## src/rtl/scan_mux_seq_pkg.sv

```systemverilog
// ============================================================================
// scan_mux_pkg : shared mode and state encodings for scan_mux_seq
// Rev 1.0
// ============================================================================
`default_nettype none

package scan_mux_pkg;

  localparam logic MODE_FIXED = 1'b0;
  localparam logic MODE_SCAN  = 1'b1;

  typedef enum logic [0:0] {
    ST_EMPTY = 1'b0,
    ST_FULL  = 1'b1
  } state_t;

endpackage

`default_nettype wire

```

## src/rtl/scan_mux_seq_if.sv

```systemverilog
// ============================================================================
// scan_mux_seq_if : channel inputs and valid/ready output stage of the mux
// Rev 1.0
// ============================================================================
`default_nettype none

interface scan_mux_seq_if #(
  parameter int NUM_CH = 16,
  parameter int DATA_W = 8,
  parameter int SEL_W  = $clog2(NUM_CH)
);

  logic                     mode;
  logic [SEL_W-1:0]         sel_in;
  logic [NUM_CH-1:0]        ch_en;
  logic [NUM_CH*DATA_W-1:0] inp;
  logic                     out_valid;
  logic                     out_ready;
  logic [DATA_W-1:0]        out_data;
  logic [SEL_W-1:0]         out_ch;
  logic                     frame_done;

  // Source/consumer side
  modport master (
    output mode, sel_in, ch_en, inp, out_ready,
    input  out_valid, out_data, out_ch, frame_done
  );

  // Mux side
  modport slave (
    input  mode, sel_in, ch_en, inp, out_ready,
    output out_valid, out_data, out_ch, frame_done
  );

endinterface

`default_nettype wire

```

## src/rtl/scan_mux_seq_rr_next_ch.sv

```systemverilog
// ============================================================================
// rr_next_ch : combinational round-robin picker, first set mask bit after last
// Rev 1.0
// ============================================================================
`default_nettype none

module rr_next_ch #(
  parameter int NUM_CH = 16
) (
  input  logic [NUM_CH-1:0]         mask,
  input  logic [$clog2(NUM_CH)-1:0] last,
  output logic [$clog2(NUM_CH)-1:0] next,
  output logic                      found
);

  localparam int SEL_W = $clog2(NUM_CH);

  int               idx;
  logic [SEL_W-1:0] idx_s;

  // Walk from the farthest offset to the nearest so the nearest hit wins;
  // offset NUM_CH lands on last itself, making it the final choice.
  always_comb begin
    next  = '0;
    found = 1'b0;
    idx   = 0;
    idx_s = '0;
    for (int i = NUM_CH; i >= 1; i--) begin
      idx = int'(last) + i;
      if (idx >= NUM_CH) idx = idx - NUM_CH;
      idx_s = SEL_W'(idx);
      if (mask[idx_s]) begin
        next  = idx_s;
        found = 1'b1;
      end
    end
  end

endmodule

`default_nettype wire

```

## src/rtl/scan_mux_seq.sv

```systemverilog
// ============================================================================
// scan_mux_seq : registered N:1 channel mux, fixed or round-robin scan select
// Rev 1.0
// ============================================================================
`default_nettype none

module scan_mux_seq
  import scan_mux_pkg::*;
#(
  parameter int NUM_CH = 16,
  parameter int DATA_W = 8
) (
  input  logic         clk,
  input  logic         rst,
  scan_mux_seq_if.slave bus
);

  localparam int               SEL_W    = $clog2(NUM_CH);
  localparam int               PAD_W    = 1 << SEL_W;
  localparam logic [SEL_W-1:0] LAST_IDX = SEL_W'(NUM_CH - 1);

  state_t            state, state_nxt;
  logic [DATA_W-1:0] data_q, data_nxt;
  logic [SEL_W-1:0]  ch_q, ch_nxt;
  logic [SEL_W-1:0]  last_ch, last_nxt;
  logic              fresh, fresh_nxt;
  logic              fd_q, fd_nxt;

  logic [DATA_W-1:0] ch_data [NUM_CH];
  logic [PAD_W-1:0]  en_pad;
  logic [SEL_W-1:0]  rr_ch;
  logic              rr_found;
  logic [SEL_W-1:0]  cand_ch;
  logic              cand_ok;
  logic              slot_open;

  for (genvar i = 0; i < NUM_CH; i++) begin : g_unpack
    assign ch_data[i] = bus.inp[i*DATA_W +: DATA_W];
  end

  // Zero-padded enable mask: out-of-range fixed selects read a 0 bit
  assign en_pad = PAD_W'(bus.ch_en);

  rr_next_ch #(
    .NUM_CH (NUM_CH)
  ) u_rr (
    .mask  (bus.ch_en),
    .last  (last_ch),
    .next  (rr_ch),
    .found (rr_found)
  );

  assign cand_ch   = (bus.mode == MODE_SCAN) ? rr_ch    : bus.sel_in;
  assign cand_ok   = (bus.mode == MODE_SCAN) ? rr_found : en_pad[bus.sel_in];
  assign slot_open = (state == ST_EMPTY) || bus.out_ready;

  always_comb begin
    state_nxt = state;
    data_nxt  = data_q;
    ch_nxt    = ch_q;
    last_nxt  = last_ch;
    fresh_nxt = fresh;
    fd_nxt    = 1'b0;
    if (slot_open) begin
      if (cand_ok) begin
        state_nxt = ST_FULL;
        data_nxt  = ch_data[cand_ch];
        ch_nxt    = cand_ch;
        last_nxt  = cand_ch;
        fresh_nxt = 1'b0;
        // Right after reset the pointer is parked, so only a pick of the top
        // channel itself counts as a wrap.
        fd_nxt    = (bus.mode == MODE_SCAN) &&
                    (fresh ? (cand_ch == LAST_IDX) : (cand_ch <= last_ch));
      end else begin
        state_nxt = ST_EMPTY;
      end
    end
  end

  always_ff @(posedge clk) begin
    if (rst) begin
      state   <= ST_EMPTY;
      data_q  <= '0;
      ch_q    <= '0;
      last_ch <= LAST_IDX;
      fresh   <= 1'b1;
      fd_q    <= 1'b0;
    end else begin
      state   <= state_nxt;
      data_q  <= data_nxt;
      ch_q    <= ch_nxt;
      last_ch <= last_nxt;
      fresh   <= fresh_nxt;
      fd_q    <= fd_nxt;
    end
  end

  assign bus.out_valid  = (state == ST_FULL);
  assign bus.out_data   = data_q;
  assign bus.out_ch     = ch_q;
  assign bus.frame_done = fd_q;

endmodule

`default_nettype wire
```

## src/flat_wrapper.sv

```systemverilog
// flat-port wrapper written by rule: the top's interface ports become plain ports
module scan_mux_seq_flat import scan_mux_pkg::*;
#(
  parameter int NUM_CH = 16,
  parameter int DATA_W = 8
)
  (clk, rst, bus_mode, bus_sel_in, bus_ch_en, bus_inp, bus_out_ready, bus_out_valid, bus_out_data, bus_out_ch, bus_frame_done);
  scan_mux_seq_if #(.NUM_CH(NUM_CH), .DATA_W(DATA_W)) bus_i ();
  input  logic clk;
  input  logic rst;
  input wire logic [$bits(bus_i.mode)-1:0] bus_mode;
  input wire logic [$bits(bus_i.sel_in)-1:0] bus_sel_in;
  input wire logic [$bits(bus_i.ch_en)-1:0] bus_ch_en;
  input wire logic [$bits(bus_i.inp)-1:0] bus_inp;
  input wire logic [$bits(bus_i.out_ready)-1:0] bus_out_ready;
  output wire logic [$bits(bus_i.out_valid)-1:0] bus_out_valid;
  output wire logic [$bits(bus_i.out_data)-1:0] bus_out_data;
  output wire logic [$bits(bus_i.out_ch)-1:0] bus_out_ch;
  output wire logic [$bits(bus_i.frame_done)-1:0] bus_frame_done;
  assign bus_i.mode = bus_mode;
  assign bus_i.sel_in = bus_sel_in;
  assign bus_i.ch_en = bus_ch_en;
  assign bus_i.inp = bus_inp;
  assign bus_i.out_ready = bus_out_ready;
  assign bus_out_valid = bus_i.out_valid;
  assign bus_out_data = bus_i.out_data;
  assign bus_out_ch = bus_i.out_ch;
  assign bus_frame_done = bus_i.frame_done;
  scan_mux_seq #(.NUM_CH(NUM_CH), .DATA_W(DATA_W)) u_core (.clk(clk), .rst(rst), .bus(bus_i));
endmodule
```

## config.mk

```make
export PLATFORM = sky130hd
export DESIGN_NAME = scan_mux_seq_flat
export DESIGN_NICKNAME = d
export VERILOG_FILES = /design/src/rtl/scan_mux_seq_pkg.sv /design/src/rtl/scan_mux_seq_if.sv /design/src/rtl/scan_mux_seq_rr_next_ch.sv /design/src/rtl/scan_mux_seq.sv /design/src/flat_wrapper.sv
export SDC_FILE = /design/constraint.sdc
export NUM_CORES = 1
export LEC_CHECK = 0
export CORE_ASPECT_RATIO = 1.2
export CORE_UTILIZATION = 50
export DETAILED_ROUTE_END_ITERATION = 6
export MAX_ROUTING_LAYER = met4
export PLACE_DENSITY = 0.87
export SLEW_MARGIN = 40
export SYNTH_ARGS = -nofsm -noshare
export SYNTH_HDL_FRONTEND = slang
export SYNTH_SLANG_ARGS = --single-unit
```

## constraint.sdc

```tcl
create_clock -name clk -period 13.3 [get_ports clk]
set_input_delay 2.66 -clock clk [delete_from_list [all_inputs] [get_ports clk]]
set_output_delay 2.66 -clock clk [all_outputs]
set_load 0.005 [all_outputs]
```

==> qor.tcl, run 1 <==
set qor(run_status) {finished clean}
set qor(yosysUniqueCellTypes) 83
set qor(drt_first_iter_violations) 628
set qor(cts.sinks) 19
set qor(synthAdderAreaFrac) 0.0278
set qor(placement.io_buffers) 165
set qor(worst_slack_ps) 5910
set qor(top_layer) {met4}
set qor(synth_xor_area_frac) 0.0316
set qor(hold_buffers) 0
set qor(synth_top_area_cell) {mux2i_1}
set qor(initial_utilization) 0.517
set qor(synth_area_um2) 4940
set qor(clk_latency_ps) 260
set qor(timing.final.crit_period_ps) 7390
set qor(cts.repair_timing.setup_buffer_count) 0
set qor(nFillCells) 769
set qor(layout-drive-gt1-share) 0.106
set qor(clk_path_buf_depth) 2
set qor(netlist.area_leader.share) 0.126
set qor(highest_clock_frequency_the_design_can_meet_ghz) 0.135
set qor(synth-edff-count) 0
set qor(synth_top_cells_by_count) {nand2_1, mux2i_1, nor2_1, a21oi_1, mux4_2}
set qor(max_slew_headroom) 0.465
set qor(drt_wl_total_mm) 20.4
set qor(max-cap-violations) 0
set qor(critical_path_required_ps) 13410
set qor(ant_nets) 0
set qor(pre_cts_slack_ps) 5710
set qor(synth.area.mux_share) 0.285
set qor(post_synth_and_or_nand_nor_area_fraction) 0.233
set qor(boundaryPins) 166
set qor(wire_length_of_the_first_global_routing_pass_mm) 31.3
set qor(antenna_found_initial) 0
set qor(final_layout_net_count) 926
set qor(core.rowCount) 39
set qor(final_cycle_share) 0.556
set qor(synthesis.area_per_instance_um2) 7.87
set qor(worst-slew-pin-transition_ps) 799
set qor(synth_compound_gate_area_share) 0.268
set qor(pin_count_of_the_biggest_net_entering_global_routing) 53
set qor(post_synth_inst_count) 628
set qor(endpoint_kind) {flop}
set qor(cts_tree) {done}
set qor(main_combinational_cell_family_by_area_after_synthesis) {multiplexers}
set qor(met1_length_mm) 7.54
set qor(synth_flop_cell) {dfxtp_1}
set qor(regArea_um2) 380
set qor(worst_clock_skew_ps) 1.33
set qor(antenna_cells_inserted) 0
set qor(multi_input_area_um2) 4200
set qor(cts_resized) 0
set qor(post_drt_wl_per_cell_um) 23.0
set qor(grt_setup_unrepaired) {no}
set qor(yosys_register_bits) 19
set qor(area_delta_synth_final_pct) 33.7
set qor(report.final.hold_viol_count) 0
set qor(crit_path_start_kind) {input port}
set qor(yosysMostFrequentCell) {nand2_1}
set qor(met3WireLength_mm) 1.69
set qor(worst-setup-path-type) {in -> reg}
set qor(fin_tns_setup_ps) 0
set qor(synthArstFlopShare) 0
set qor(gp_congestion) 1.03
set qor(floorplan.die.width_um) 92.8
set qor(ctsRootBufferMaster) {clkbuf_16}
set qor(detail_route.drc_violations) 0
set qor(timing.critical_path.fanout_max) 52
set qor(crit_arrival_ps) 7510
set qor(die_height_um) 111
set qor(report.final.slew_viol_count) 0
set qor(fp.coreArea_um2) 9560
set qor(mappedNetlistNets) 791
set qor(h-tree-depth) 1
set qor(met2RoutedLength_mm) 10.0
set qor(die_footprint_um2) 10300
set qor(cts-buffers-inserted) 3
set qor(number_of_global_route_vias_before_repair) 5949
set qor(synthTopCellsByArea) {mux2i_1, mux4_2, dfxtp_1}
set qor(yosys_warnings) 0
set qor(firstDrtPassIters) 5
set qor(post-dp-hpwl_mm) 16.3
set qor(detailroute.via_count) 6038
set qor(global_route.overflow_total) 0
set qor(min-delay-path-class) {reg -> reg}
set qor(final-setup-viol-count) 0
set qor(globalRouteTotalUtil) 0.399
set qor(clock_transition_at_path_regs_ps) 60
set qor(viasPerCell) 6.82
set qor(synth-seq-area-share) 0.0769
layer usage:
layer / vias up / global-route usage
li1: 2669 / -
met1: 2872 / 0.464
met2: 412 / 0.667
met3: 85 / 0.0549
met4: 0 / 0.197
met5: - / -
placed cells by master, fill, tap and decap left out, types with 6 or more instances in the layout:
cell               n
clkdlybuf4s50_1  165
nand2_1           92
mux2i_1           62
nor2_1            49
a21oi_1           28
mux4_2            24
inv_1             22
nand3_1           20
dfxtp_1           19
o21ai_0           18
a32oi_1           16
a211oi_1          14
a31oi_1           13
nor3_1            12
and2_1            12
mux2_2            12
nand2b_1          12
ha_1              11
o2111ai_1         10
xnor2_1            9
nor2b_1            8
a311o_1            8
buf_4              7
o211ai_1           6
o211ai_2           6
critical path: stages:
cell,delay (ps)
clkdlybuf4s50_1,600
mux4_2,630
mux2i_1,220
o211a_1,390
or4_1,170
a31oi_1,140
a211oi_1,490
o21a_2,230
buf_4,530
clkinv_4,410
a21oi_1,300
a32oi_1,70
o2111ai_1,440
o211ai_1,150
cell families (layout without fill, tap and decap cells):
family,count (synthesis),count (layout)
AOI/OAI and AO/OA,174,174
xor gates and xnor gates,14,14
adders and majority gates,11,11
buffers and inverters,66,200
DFF,19,19
muxes,106,106
and+or+nand+nor,238,238
final timing paths:
check                    start                     end  slack (ps)  cells past startpoint
min reg2reg       u_core.fresh   u_core.bus.frame_done         480                      1
max reg2reg  u_core.last_ch[1]  u_core.bus.out_data[0]        7310                     17
min               u_core.fresh   u_core.bus.frame_done         480                      1
max               bus_ch_en[8]  u_core.bus.out_data[0]        5910                     14
flip-flops by register name, indices dropped and copies added (netlist names):
| name | flops |
|---|---|
| u_core.fresh | 1 |
| u_core.last_ch | 4 |
| u_core.bus.frame_done | 1 |
| u_core.bus.out_ch | 4 |
| u_core.bus.out_data | 8 |
| u_core.bus.out_valid | 1 |
final cells by class:
| cell class | instances | area share |
|---|---|---|
| clock inverter | 1 | 0.000757 |
| multi-input combinational | 543 | 0.635 |
| sequential | 19 | 0.0575 |
| tap | 123 | 0.0233 |
| inverter | 24 | 0.0144 |
| timing repair buffer | 172 | 0.258 |
| clock buffer | 3 | 0.0114 |
per-stage QoR:
stage | cells | instance area [µm²] | hold slack [ps] | utilization
6_report | 885 | 6610 | 484 | 0.691
4_1_cts | 885 | 6610 | 482 | 0.691
3_3_place_gp | 881 | 6510 | 451 | 0.681
5_1_grt | 885 | 6610 | 518 | 0.691
2_1_floorplan | 628 | 4940 | 428 | -
3_5_place_dp | 881 | 6530 | 455 | 0.683
Power of run 1 is left out: the tool's default activity adds up to more than one toggle a clock period on the data nets, which glitch-free logic cannot reach.
==> run 2: changes to the inputs <==
--- a/config.mk
+++ b/config.mk
@@ -6,10 +6,10 @@
 export NUM_CORES = 1
 export LEC_CHECK = 0
 export CORE_ASPECT_RATIO = 1.2
-export CORE_UTILIZATION = 50
+export CORE_UTILIZATION = 43
 export DETAILED_ROUTE_END_ITERATION = 6
 export MAX_ROUTING_LAYER = met4
-export PLACE_DENSITY = 0.87
+export PLACE_DENSITY = 0.79
 export SLEW_MARGIN = 40
 export SYNTH_ARGS = -nofsm -noshare
 export SYNTH_HDL_FRONTEND = slang
==> constraint.sdc (replaced) <==
create_clock -name clk -period 6.4 [get_ports clk]
set_input_delay 1.28 -clock clk [delete_from_list [all_inputs] [get_ports clk]]
set_output_delay 1.28 -clock clk [all_outputs]
set_load 0.005 [all_outputs]
==> run 2 against run 1 <==
Against the previous run:
- core utilization is 8.7 points lower
- global-route usage is 4.1 points lower
- final cell count is 4.5% higher
- wire length is 2.9% higher
- clock skew hardly changed
- non-clock buffer count is 9 higher
- worst hold slack better by 7.8 ps
- first-iteration DRC count is 18% lower
- worst setup slack worse by 5200 ps
- register-to-register slack worse by 6400 ps
- critical path depth is 2 higher
- largest cell class unchanged
==> qor.tcl, run 2 (synthesized netlist as in run 1, its figures left out) <==
set qor(run_status) {finished clean} ;# unchanged
set qor(globalRouteTotalUtil) 0.358 ;# was 0.399
set qor(worst_clock_skew_ps) 1.80 ;# was 1.33 ps
set qor(crit_arrival_ps) 5850 ;# was 7510 ps
set qor(critical_path_required_ps) 6550 ;# was 13410 ps
set qor(final-setup-viol-count) 0 ;# unchanged
set qor(pre_cts_slack_ps) 428 ;# was 5710 ps
set qor(post-place-cells) 921 ;# was 881
set qor(post_dp_cell_area_um2) 6620 ;# was 6530 µm²
set qor(timing.critical_path.fanout_max) 12 ;# was 52
set qor(core.rowCount) 42 ;# was 39
set qor(crit-reg2reg-launch) {u_core.last_ch[0]} ;# was u_core.last_ch[1]
set qor(number_of_cells_traversed_by_the_worst_hold_path) 2 ;# was 1
set qor(area_delta_synth_final_pct) 35.5 ;# was 33.7%
set qor(largest_reg_flops) 8 ;# unchanged
set qor(setup.reg_to_reg.worst_slack_ps) 890 ;# was 7310 ps
set qor(floorplan.die.width_um) 99.9 ;# was 92.8 µm
set qor(wire_length_of_the_first_global_routing_pass_mm) 32.0 ;# was 31.3 mm
set qor(number_of_global_route_vias_before_repair) 5908 ;# was 5949
set qor(pin_count_of_the_biggest_net_entering_global_routing) 46 ;# was 53
set qor(placement.io_buffers) 165 ;# unchanged
set qor(worst-setup-path-type) {in -> reg} ;# unchanged
set qor(global_route.overflow_total) 0 ;# unchanged
set qor(worst_slack_ps) 705 ;# was 5910 ps
set qor(fp.coreArea_um2) 11100 ;# was 9560 µm²
set qor(clk_path_buf_depth) 2 ;# unchanged
set qor(post_layout_nonfiller_instances) 925 ;# was 885
set qor(ant_nets) 0 ;# unchanged
set qor(die_footprint_um2) 11900 ;# was 10300 µm²
set qor(min-delay-path-class) {reg -> reg} ;# unchanged
set qor(crit_path_start_kind) {input port} ;# unchanged
set qor(drt_wl_total_mm) 21.0 ;# was 20.4 mm
set qor(max_slew_headroom) 0.537 ;# was 0.465
set qor(highest_clock_frequency_the_design_can_meet_ghz) 0.176
set qor(cts_tree) {done} ;# unchanged
set qor(cts_resized) 0 ;# unchanged
set qor(timing.final.crit_period_ps) 5690
set qor(final_cell_area_um2) 6700 ;# was 6610 µm²
set qor(nFillCells) 977 ;# was 769
set qor(firstDrtPassIters) 6 ;# was 5
set qor(max-cap-violations) 0 ;# unchanged
set qor(min_to) {u_core.bus.out_ch[0]} ;# was u_core.bus.frame_done
set qor(final_cycle_share) 0.890
set qor(cts-buffers-inserted) 3 ;# unchanged
set qor(boundaryPins) 166 ;# unchanged
set qor(endpoint_kind) {flop} ;# unchanged
set qor(layout-drive-gt1-share) 0.114 ;# was 0.106
set qor(layout.cells.most_common) {clkdlybuf4s50_1} ;# unchanged
set qor(r2r_depth) 17 ;# unchanged
set qor(cts.repair_timing.setup_buffer_count) 0 ;# unchanged
set qor(antenna_cells_inserted) 0 ;# unchanged
set qor(die_height_um) 119 ;# was 111 µm
set qor(cts.sinks) 19 ;# unchanged
set qor(initial_utilization) 0.446 ;# was 0.517
set qor(hold_buffers) 0 ;# unchanged
set qor(viasPerCell) 6.42 ;# was 6.82
set qor(antenna_found_initial) 0 ;# unchanged
set qor(holdCritStartpoint) {u_core.bus.out_ch[0]} ;# was u_core.fresh
set qor(grt_setup_unrepaired) {no} ;# unchanged
set qor(clk_latency_ps) 250 ;# was 260 ps
set qor(final_layout_net_count) 935 ;# was 926
set qor(report.final.slew_viol_count) 0 ;# unchanged
set qor(fin_tns_setup_ps) 0 ;# unchanged
set qor(gp_congestion) 0.997 ;# was 1.03
set qor(layout.cells.most_common_list) {clkdlybuf4s50_1, nand2_1, mux2i_1, nor2_1, a21oi_1} ;# unchanged
set qor(drt_first_iter_violations) 517 ;# was 628
set qor(r2r-end) {u_core.bus.frame_done} ;# was u_core.bus.out_data[0]
set qor(detail_route.drc_violations) 0 ;# unchanged
set qor(clock_transition_at_path_regs_ps) 50 ;# was 60 ps
set qor(h-tree-depth) 1 ;# unchanged
set qor(post-dp-hpwl_mm) 17.5 ;# was 16.3 mm
set qor(report.final.hold_viol_count) 0 ;# unchanged
set qor(detailroute.via_count) 5942 ;# was 6038
set qor(ctsRootBufferMaster) {clkbuf_16} ;# unchanged
set qor(post_drt_wl_per_cell_um) 22.7 ;# was 23.0 µm
set qor(worst-slew-pin-transition_ps) 676 ;# was 799 ps
## run 2: worst max-delay path by stage
stage / start / endpoint / slack, ps / depth (start not counted)
global route: bus_ch_en[11] / u_core.bus.frame_done / 430 / 16
CTS: bus_ch_en[1] / u_core.bus.out_data[6] / 690 / 13
global placement: bus_ch_en[1] / u_core.bus.out_data[6] / 450 / 13
detailed placement: bus_ch_en[1] / u_core.bus.out_data[6] / 430 / 13
finish: bus_ch_en[11] / u_core.bus.frame_done / 710 / 16
floorplan: u_core.last_ch[1] / u_core.bus.frame_done / 1390 / 21
## run 2: area by class of cell
| type | instances | area, µm² | area share |
|---|---|---|---|
| Clock buffer | 4 | 78.8 | 0.0118 |
| Inverter | 24 | 95.1 | 0.0142 |
| Multi-Input combinational cell | 543 | 4180 | 0.624 |
| Sequential cell | 19 | 380 | 0.0568 |
| Tap cell | 154 | 193 | 0.0288 |
| Timing Repair Buffer | 181 | 1770 | 0.264 |
## run 2: per-layer routing
metal	vias to the layer above	GRT usage	share of wire
li1	2690	-	-
met2	341	0.635	0.52
met5	-	-	0
met1	2837	0.400	0.36
met3	74	0.0346	0.067
met4	0	0.173	0.058
## run 2: per-stage QoR
step	hold slack (ps)	utilization
final	492	0.604
after floorplan	428	-
after global routing	529	0.604
after global placement	461	0.597
after CTS	494	0.604
after detailed placement	468	0.597
## run 2: critical path: stages
cell and delay (ps):
clkdlybuf4s50_1 540, and2b_1 230, a2111oi_1 590, nor4b_2 220
or2_1 330, or3_4 450, a211oi_2 180, a211oi_2 140
nor2_2 570, ha_1 360, nor2b_1 140, o21a_1 160
o21a_1 170, o21ai_0 150, nand3_1 90, a21oi_1 250
Power of run 2 is left out for the same reason.
==> run 3: changes to the inputs <==
--- a/config.mk
+++ b/config.mk
@@ -7,9 +7,11 @@
 export LEC_CHECK = 0
 export CORE_ASPECT_RATIO = 1.2
 export CORE_UTILIZATION = 43
+export CTS_BUF_LIST = sky130_fd_sc_hd__clkbuf_16
 export DETAILED_ROUTE_END_ITERATION = 6
 export MAX_ROUTING_LAYER = met4
 export PLACE_DENSITY = 0.79
+export RECOVER_POWER = 100
 export SLEW_MARGIN = 40
 export SYNTH_ARGS = -nofsm -noshare
 export SYNTH_HDL_FRONTEND = slang
==> run 3 against run 2 <==
Against the previous run:
- worst hold slack worse by 4.9 ps
- critical path depth stayed put
- cell area is 0.69% lower
- fmax is 3.3% lower
- clock skew hardly changed
- global-route usage stayed put
- wire length is 0.63% lower
- first-iteration DRC count is 3.1% lower
- register-to-register slack worse by 220 ps
- via count is 0.64% lower
- critical path type unchanged
- largest cell class unchanged
==> qor.tcl, run 3 (synthesized netlist as in run 1, its figures left out) <==
set qor(clk_path_buf_depth) 2 ;# unchanged
set qor(worst_slack_ps) 509 ;# was 705 ps
set qor(initial_utilization) 0.446 ;# unchanged
set qor(critical_path_required_ps) 6550 ;# about the same
set qor(die_height_um) 119 ;# unchanged
set qor(crit_family) {compound AO/OA/AOI/OAI gates} ;# was simple AND/OR/NAND/NOR gates
set qor(final_cell_area_um2) 6650 ;# was 6700 µm²
set qor(cts-buffers-inserted) 3 ;# unchanged
set qor(run_status) {finished clean} ;# unchanged
set qor(antenna_found_initial) 0 ;# unchanged
set qor(report.final.hold_viol_count) 0 ;# unchanged
set qor(timing.critical_path.buf_inv) 1 ;# unchanged
set qor(max-cap-violations) 0 ;# unchanged
set qor(antenna_cells_inserted) 0 ;# unchanged
set qor(holdCritStartpoint) {u_core.bus.out_ch[0]} ;# unchanged
set qor(highest_clock_frequency_the_design_can_meet_ghz) 0.170 ;# was 0.176 GHz
set qor(pin_count_of_the_biggest_net_entering_global_routing) 46 ;# unchanged
set qor(worst-setup-path-type) {in -> reg} ;# unchanged
set qor(worst_clock_skew_ps) 1.68 ;# was 1.80 ps
set qor(clock_transition_at_path_regs_ps) 50 ;# about the same
set qor(cts_resized) 0 ;# unchanged
set qor(number_of_cells_traversed_by_the_worst_hold_path) 2 ;# unchanged
set qor(hold_buffers) 0 ;# unchanged
set qor(setup.reg_to_reg.worst_slack_ps) 670 ;# was 890 ps
set qor(ant_nets) 0 ;# unchanged
set qor(grt_setup_unrepaired) {no} ;# unchanged
set qor(floorplan.die.width_um) 99.9 ;# unchanged
set qor(min-delay-path-class) {reg -> reg} ;# unchanged
set qor(r2r-end) {u_core.bus.frame_done} ;# unchanged
set qor(worst-slew-pin-transition_ps) 1000 ;# was 676 ps
set qor(detailroute.via_count) 5904 ;# was 5942
set qor(pre_cts_slack_ps) 428 ;# unchanged
set qor(max_slew_headroom) 0.321 ;# was 0.537
set qor(layout.cells.most_common) {clkdlybuf4s50_1} ;# unchanged
set qor(final_layout_net_count) 935 ;# unchanged
set qor(wire_length_of_the_first_global_routing_pass_mm) 32.0 ;# unchanged
set qor(gp_congestion) 0.997 ;# unchanged
set qor(fp.coreArea_um2) 11100 ;# unchanged
set qor(path_cells) {clkdlybuf4s50_1 > mux4_2 > mux2i_1 > mux2i_1 > a211oi_1 > a32oi_1 > a41o_1 > a211oi_1 > nor2_2 > ha_1 > nor2b_1 > o21a_1 > o21a_1 > o21ai_0 > nand3_1 > a21oi_1} ;# was clkdlybuf4s50_1 > and2b_1 > a2111oi_1 > nor4b_2 > or2_1 > or3_4 > a211oi_2 > a211oi_2 > nor2_2 > ha_1 > nor2b_1 > o21a_1 > o21a_1 > o21ai_0 > nand3_1 > a21oi_1
set qor(h-tree-depth) 1 ;# unchanged
set qor(firstDrtPassIters) 5 ;# was 6
set qor(drt_first_iter_violations) 501 ;# was 517
set qor(die_footprint_um2) 11900 ;# unchanged
set qor(cts.sinks) 19 ;# unchanged
set qor(boundaryPins) 166 ;# unchanged
set qor(crit_arrival_ps) 6040 ;# was 5850 ps
set qor(highest_delay_cell_along_the_critical_path) {mux4_2} ;# was a2111oi_1
set qor(timing.final.crit_period_ps) 5890 ;# was 5690 ps
set qor(post-dp-hpwl_mm) 17.5 ;# unchanged
set qor(global_route.overflow_total) 0 ;# unchanged
set qor(layout.cells.most_common_list) {clkdlybuf4s50_1, nand2_1, mux2i_1, nor2_1, a21oi_1} ;# unchanged
set qor(area_delta_synth_final_pct) 34.6 ;# was 35.5%
set qor(crit_path_start_kind) {input port} ;# unchanged
set qor(post_drt_wl_per_cell_um) 22.5 ;# was 22.7 µm
set qor(placement.io_buffers) 165 ;# unchanged
set qor(min_to) {u_core.bus.out_ch[0]} ;# unchanged
set qor(timing.critical_path.fanout_max) 12 ;# unchanged
set qor(ctsRootBufferMaster) {clkbuf_16} ;# unchanged
set qor(cts_tree) {done} ;# unchanged
set qor(layout-drive-gt1-share) 0.102 ;# was 0.114
set qor(timing.critical_path.slowest_cell_delay_ps) 600 ;# was 590 ps
set qor(r2r_depth) 18 ;# was 17
set qor(number_of_global_route_vias_before_repair) 5908 ;# unchanged
set qor(core.rowCount) 42 ;# unchanged
set qor(largest_reg_flops) 8 ;# unchanged
set qor(crit-reg2reg-launch) {u_core.last_ch[0]} ;# unchanged
set qor(viasPerCell) 6.38 ;# was 6.42
set qor(fin_tns_setup_ps) 0 ;# unchanged
set qor(globalRouteTotalUtil) 0.358 ;# unchanged
set qor(final_cycle_share) 0.920 ;# was 0.890
set qor(final-setup-viol-count) 0 ;# unchanged
set qor(detail_route.drc_violations) 0 ;# unchanged
set qor(post_dp_cell_area_um2) 6620 ;# unchanged
set qor(cts.repair_timing.setup_buffer_count) 0 ;# unchanged
set qor(clk_latency_ps) 250 ;# about the same
set qor(drt_wl_total_mm) 20.8 ;# was 21.0 mm
set qor(endpoint_kind) {flop} ;# unchanged
set qor(report.final.slew_viol_count) 0 ;# unchanged
run 3: cell types whose count changed in the layout (fill, tap and decap cells not counted), sizes merged:
cell           change
buf                -1
clkdlybuf4s50     -14
dlygate4sd3       +14
inv                +1
run 3: worst max path at each step:
stage | endpoint | depth (start not counted) | slack, ps | start
after floorplan | u_core.bus.frame_done | 21 | 1390 | u_core.last_ch[1]
after global placement | u_core.bus.out_data[6] | 13 | 450 | bus_ch_en[1]
after detailed placement | u_core.bus.out_data[6] | 13 | 430 | bus_ch_en[1]
after CTS | u_core.bus.out_data[6] | 13 | 690 | bus_ch_en[1]
after global routing | u_core.bus.frame_done | 16 | 250 | bus_ch_en[11]
final | u_core.bus.frame_done | 16 | 510 | bus_ch_en[1]
run 3: routing by layer:
metal | share of wire | up-vias | routed length (µm) | GRT usage
li1 | - | 2695 | - | -
met1 | 0.36 | 2818 | 7470 | 0.400
met2 | 0.52 | 331 | 10900 | 0.635
met3 | 0.065 | 60 | 1350 | 0.0346
met4 | 0.054 | 0 | 1130 | 0.173
met5 | 0 | - | 0 | -
run 3: cell type report:
type                    count  area (µm²)
clock buffers               3        75.1
flip-flops and latches     19         380
clock inverters             1        3.75
fillers                   984        4440
repair buffers            181        1770
multi-input cells         543        4140
well taps                 154         193
inverters                  24        95.1
run 3: worst register-to-register path, cell delays in order (launching register included):
cell	delay, ps
dfxtp_1	340
inv_1	50
buf_4	190
ha_1	750
buf_4	380
mux4_2	620
mux4_2	590
o2111ai_1	150
a32oi_1	120
a41o_1	260
a211oi_1	530
nor2_2	300
ha_1	380
nor2b_1	140
o21a_1	160
o21a_1	170
o21ai_0	150
nand3_1	90
a21oi_1	260
run 3: per-stage QoR:
stage	utilization	hold slack (ps)	std cells
6_report	0.600	487	925
5_1_grt	0.600	527	925
4_1_cts	0.604	494	925
3_5_place_dp	0.597	468	921
3_3_place_gp	0.597	461	921
2_1_floorplan	-	428	628
Power of run 3 is left out for the same reason.
==> patch 1: new RTL, flow settings as in run 3 <==
`ch_q` no longer has a reset.
--- a/src/rtl/scan_mux_seq.sv
+++ b/src/rtl/scan_mux_seq.sv
@@ -84,3 +84,2 @@
       data_q  <= '0;
-      ch_q    <= '0;
       last_ch <= LAST_IDX;
@@ -91,3 +90,2 @@
       data_q  <= data_nxt;
-      ch_q    <= ch_nxt;
       last_ch <= last_nxt;
@@ -96,2 +94,6 @@
     end
+  end
+
+  always_ff @(posedge clk) begin
+    ch_q <= ch_nxt;
   end
Behaviour: not the same (Yosys sat finds a counterexample within 4 cycles, from zero or initial values and one cycle with rst high).
==> patch 1 against run 3 <==
  * Worst hold slack got worse by 0.032 ns
  * Routed wire length decreased by 8.6%
  * Count of clock-buffer cells in the layout unchanged
  * Via count decreased by 9.3%
  * Synthesized cell count decreased by 9.6%
  * Maximum frequency decreased by 0.45%
  * Non-clock buffer count increased by 1
  * Sequential cell count unchanged
  * Area after synthesis decreased by 12%
  * Worst setup slack got worse by 0.026 ns
  * Cell area decreased by 7.1%
  * Critical endpoint is now u_core.bus.out_data[0]
  * Largest cell class unchanged
==> patch 1: results (changes against run 3) <==
.. list-table::
   :header-rows: 1

   * - Metric
     - Value
   * - Outcome
     - finished, final reports clean (unchanged)
   * - Total placed cells including tap cells
     - 836 (was 921)
   * - Met1 global-route usage
     - 0.4184 (was 0.3996)
   * - Placed cell areas
     - 0.006108 mm² (was 0.006620 mm²)
   * - Flop-to-flop setup slack
     - 0.78 ns (was 0.67 ns)
   * - Max Fanout on Critical Path
     - 49 (was 12)
   * - Unique masters post-synth
     - 70 (was 83)
   * - GRT Resource Usage Total
     - 0.3665 (was 0.3585)
   * - Share of the synthesized area in compound gates (AO/OA/AOI/OAI)
     - 0.2702 (was 0.2678)
   * - DP Wirelength
     - 15360 µm (was 17510 µm)
   * - Ratio of cells with drive above 1 in the final layout
     - 0.1130 (was 0.1025)
   * - Rel. slew slack
     - 0.3411 (was 0.3206)
   * - Number of standard cells in the final layout excluding fillers
     - 840 (was 925)
   * - Via count of the first global-routing pass
     - 5260 (was 5908)
   * - Routed via count divided by cell count
     - 6.375 (was 6.383)
   * - Sequential cell area
     - 421.7 µm² (was 380.4 µm²)
   * - Final Net Count
     - 881 (was 935)
   * - Routed wl met3
     - 1525 µm (was 1350 µm)
   * - Endpoint, Worst Hold
     - u_core.bus.out_data[2] (was u_core.bus.out_ch[0])
   * - Final cycle utilization of the critical path
     - 0.9246 (was 0.9205)
   * - Filler Cells Inserted
     - 884 (was 984)
   * - Worst hold-check slack
     - 0.4557 ns (was 0.4873 ns)
   * - Maximum number of pins on one net before global-route repair
     - 50 (was 46)
   * - Top post-synthesis cells by area
     - mux4_2 (14%), mux2i_1 (9.8%), nand2_1 (8.6%) (was mux2i_1 (13%), mux4_2 (11%), dfxtp_1 (7.7%))
   * - Slowest stage cell, crit path
     - clkbuf_2 (was mux4_2)
[patch 1: changes by cell type in the layout (fill, tap and decap cells not counted), sizes merged, moves of 7 or more]
cell,delta
a211oi,-7
mux2i,-21
o22ai,+8
o21ai,-14
nor2,-16
a311o,-7
nand2,+7
and2,-12
nor3,+11
nand3,+8
[patch 1: cell type report]
| cell class | instances | share of cell area |
|---|---|---|
| Clock buffer | 3 | 0.01215 |
| Clock inverter | 1 | 0.0008099 |
| Inverter | 22 | 0.01336 |
| Multi-Input combinational cell | 490 | 0.5942 |
| Sequential cell | 19 | 0.06823 |
| Tap cell | 123 | 0.02490 |
| Timing Repair Buffer | 182 | 0.2863 |
[patch 1: power groups by stage]
stage	Sequential [mW]	Clock, mW	Combinational [mW]
finish	0.211	0.131	3.27
global route	0.216	0.138	3.51
CTS	0.212	0.133	3.22
detailed placement	0.214	0	3.21
global placement	0.210	0	3.21
floorplan	0.202	0	2.31
==> patch 2: new RTL, config.mk and constraints of run 3 <==
Made on the original files. `DATA_W` is set to 8 in 3 places; all go to 7.
--- a/src/rtl/scan_mux_seq_if.sv
+++ b/src/rtl/scan_mux_seq_if.sv
@@ -8,3 +8,3 @@
   parameter int NUM_CH = 16,
-  parameter int DATA_W = 8,
+  parameter int DATA_W = 7,
   parameter int SEL_W  = $clog2(NUM_CH)
--- a/src/rtl/scan_mux_seq.sv
+++ b/src/rtl/scan_mux_seq.sv
@@ -10,3 +10,3 @@
   parameter int NUM_CH = 16,
-  parameter int DATA_W = 8
+  parameter int DATA_W = 7
 ) (
--- a/src/flat_wrapper.sv
+++ b/src/flat_wrapper.sv
@@ -4,3 +4,3 @@
   parameter int NUM_CH = 16,
-  parameter int DATA_W = 8
+  parameter int DATA_W = 7
 )
Ports: changed (resized bus_inp and bus_out_data); port bits go from 166 to 149. The function was not compared with the original's and may differ.
==> patch 2 against run 3 <==
  * The flow now finishes with violations (max-capacitance violations, max-slew violations)
  * Final cell count is 14% lower
  * Area after synthesis is 6.8% lower
  * Register-to-register slack improved by 0.09 ns
  * Routed wire length is 17% lower
  * Cell area fell by 6.9%
  * Count of clock-buffer cells in the layout is the same
  * Worst setup slack improved by 0.16 ns
  * Sequential cell count decreased by 1
  * Critical path depth down 2
  * Critical path type unchanged
  * Critical endpoint is now u_core.bus.out_data[6]
==> patch 2: results (changes against run 3) <==
.. list-table::
   :header-rows: 1

   * - Metric
     - Value
   * - Outcome
     - finished with violations (was finished, final reports clean)
   * - Violations in the final reports
     - max-capacitance violations, max-slew violations
   * - Register area share after synthesis
     - 0.07824 (was 0.07694)
   * - Worst setup path startpoint
     - bus_ch_en[9] (was bus_ch_en[1])
   * - Via count of the first global-routing pass
     - 5094 (was 5908)
   * - GRT Resource Usage Total
     - 0.3241 (was 0.3585)
   * - Number of antenna violations at the first check in global routing
     - 0 (unchanged)
   * - Routed via count divided by cell count
     - 6.525 (was 6.383)
   * - Critical register-to-register path startpoint
     - u_core.last_ch[1] (was u_core.last_ch[0])
   * - Post-CTS setup repair buffer count
     - 0 (unchanged)
   * - Wire length of the first global-routing pass
     - 26630 µm (was 31990 µm)
   * - Path type of the worst min-delay path
     - reg2reg (unchanged)
   * - Leading post-synthesis cells by instance count
     - mux2i_1 (96), nor2_1 (50), nand2_1 (41), mux4_2 (35), nand2b_1 (22) (was nand2_1 (92), mux2i_1 (62), nor2_1 (49), a21oi_1 (28), mux4_2 (24))
   * - Wire length reported by the detailed router
     - 17310 µm (was 20820 µm)
   * - Internal power consumption
     - 1.845 mW
   * - Reg2reg end
     - u_core.bus.out_data[3] (was u_core.bus.frame_done)
   * - Arrival time of the worst setup path
     - 5.85 ns (was 6.04 ns)
   * - Final period demand of the worst path
     - 5.729 ns (was 5.891 ns)
   * - RD Place Congestion
     - 0.9812 (was 0.9966)
   * - Worst Clk Skew
     - 0.003654 ns (was 0.001676 ns)
   * - DP Wirelength
     - 14060 µm (was 17510 µm)
   * - Final-report max-slew violation count
     - 38 (was 0)
   * - Placed cell areas
     - 0.006163 mm² (was 0.006620 mm²)
   * - Ratio of cells with drive above 1 in the final layout
     - 0.09925 (was 0.1025)
   * - Pre-CTS setup slack
     - 0.6926 ns (was 0.4280 ns)
   * - Number of cells traversed by the worst register-to-register path
     - 16 (was 18)
   * - Total of max-cap violations
     - 1 (was 0)
   * - Destination of the critical timing path
     - u_core.bus.out_data[6] (was u_core.bus.frame_done)
   * - Net count of the mapped netlist
     - 686 (was 791)
   * - Tightest Pin Transition
     - 1.572 ns (was 1.005 ns)
   * - Synthesized instance count
     - 539 (was 628)
   * - Sink Count
     - 18 (was 19)
   * - Share of async-settable or async-resettable flops after synthesis
     - 0 (unchanged)
   * - Max Fanout on Critical Path
     - 37 (was 12)
   * - Number of flip-flops in the largest register
     - 7 (was 8)
   * - CTS H-tree depth
     - 1 (unchanged)
   * - Quantity of I/O buffers inserted on ports
     - 148 (was 165)
   * - Final Net Count
     - 813 (was 935)
   * - Flop-to-flop setup slack
     - 0.76 ns (was 0.67 ns)
   * - Iteration-0 DRC Markers
     - 571 (was 501)
   * - Clock latency on the worst-skew pair
     - 0.26 ns
   * - Unique masters post-synth
     - 60 (was 83)
   * - Maximum number of pins on one net before global-route repair
     - 40 (was 46)
   * - Number of standard cells in the final layout excluding fillers
     - 794 (was 925)
   * - Top post-synthesis cells by area
     - mux2i_1 (21%), mux4_2 (17%), dfxtp_1 (7.8%) (was mux2i_1 (13%), mux4_2 (11%), dfxtp_1 (7.7%))
patch 2: how the worst min path moves through the flow:
| stage | start | to | slack, ns | depth (start not counted) |
|---|---|---|---|---|
| 4_1_cts | u_core.bus.out_ch[1] | u_core.bus.out_ch[1] | 0.48 | 2 |
| 5_1_grt | u_core.bus.out_ch[1] | u_core.bus.out_ch[1] | 0.50 | 2 |
| 3_3_place_gp | u_core.bus.out_ch[1] | u_core.bus.out_ch[1] | 0.46 | 2 |
| 2_1_floorplan | u_core.fresh | u_core.bus.frame_done | 0.43 | 1 |
| 6_report | u_core.bus.out_ch[1] | u_core.bus.out_ch[1] | 0.48 | 2 |
| 3_5_place_dp | u_core.bus.out_ch[1] | u_core.bus.out_ch[1] | 0.47 | 2 |
patch 2: kinds of logic (layout without fill, tap and decap cells):
family          after synthesis  count (layout)  share of synthesized area
xor+xnor                     11              11                    0.02255
flops                        18              18                    0.07824
mux                         137             137                     0.4010
buf+inv                      54             180                    0.06303
simple gates                183             183                     0.1942
fa+ha+maj                    11              11                    0.02988
compound gates              125             125                     0.2111
patch 2: layout make-up:
| cell class | instances | area, µm² |
|---|---|---|
| timing repair buffer | 162 | 1579 |
| tap | 129 | 161.4 |
| sequential | 18 | 361.6 |
| clock buffer | 3 | 75.07 |
| clock inverter | 1 | 3.754 |
| fill | 957 | 4273 |
| inverter | 14 | 52.55 |
| multi-input combinational | 467 | 3959 |
patch 2: power by group through the flow:
stage,Combinational [mW],Sequential (mW),Clock [mW]
floorplan,2.92,0.187,0
global placement,3.76,0.219,0
detailed placement,3.81,0.221,0
CTS,3.82,0.219,0.132
global route,4.10,0.225,0.137
finish,3.81,0.219,0.133
patch 2: worst max-delay path: stages:
cell	delay, ns
dlygate4sd3_1	0.69
mux4_2	0.55
a22o_1	0.24
a221oi_2	0.17
buf_4	0.22
and3_1	0.16
nand3_1	0.10
nor2_1	0.13
o41ai_1	0.12
a31oi_4	0.26
clkbuf_1	1.16
nor2_1	0.18
o41ai_1	0.50
a311oi_1	0.07
patch 2: per-stage QoR:
stage / hold slack (ns) / power, mW
after floorplan: 0.4276 / 3.107
final: 0.4766 / 4.162
after global placement: 0.4592 / 3.982
after CTS: 0.4798 / 4.176
after global routing: 0.5026 / 4.459
after detailed placement: 0.4724 / 4.032
patch 2: layer usage:
metal / GRT usage / up-vias / wire length (µm)
met5: - / - / 0
met4: 0.1147 / 0 / 626
met3: 0.02976 / 51 / 1181
met2: 0.5732 / 305 / 9159
met1: 0.3765 / 2474 / 6346
li1: - / 2351 / -
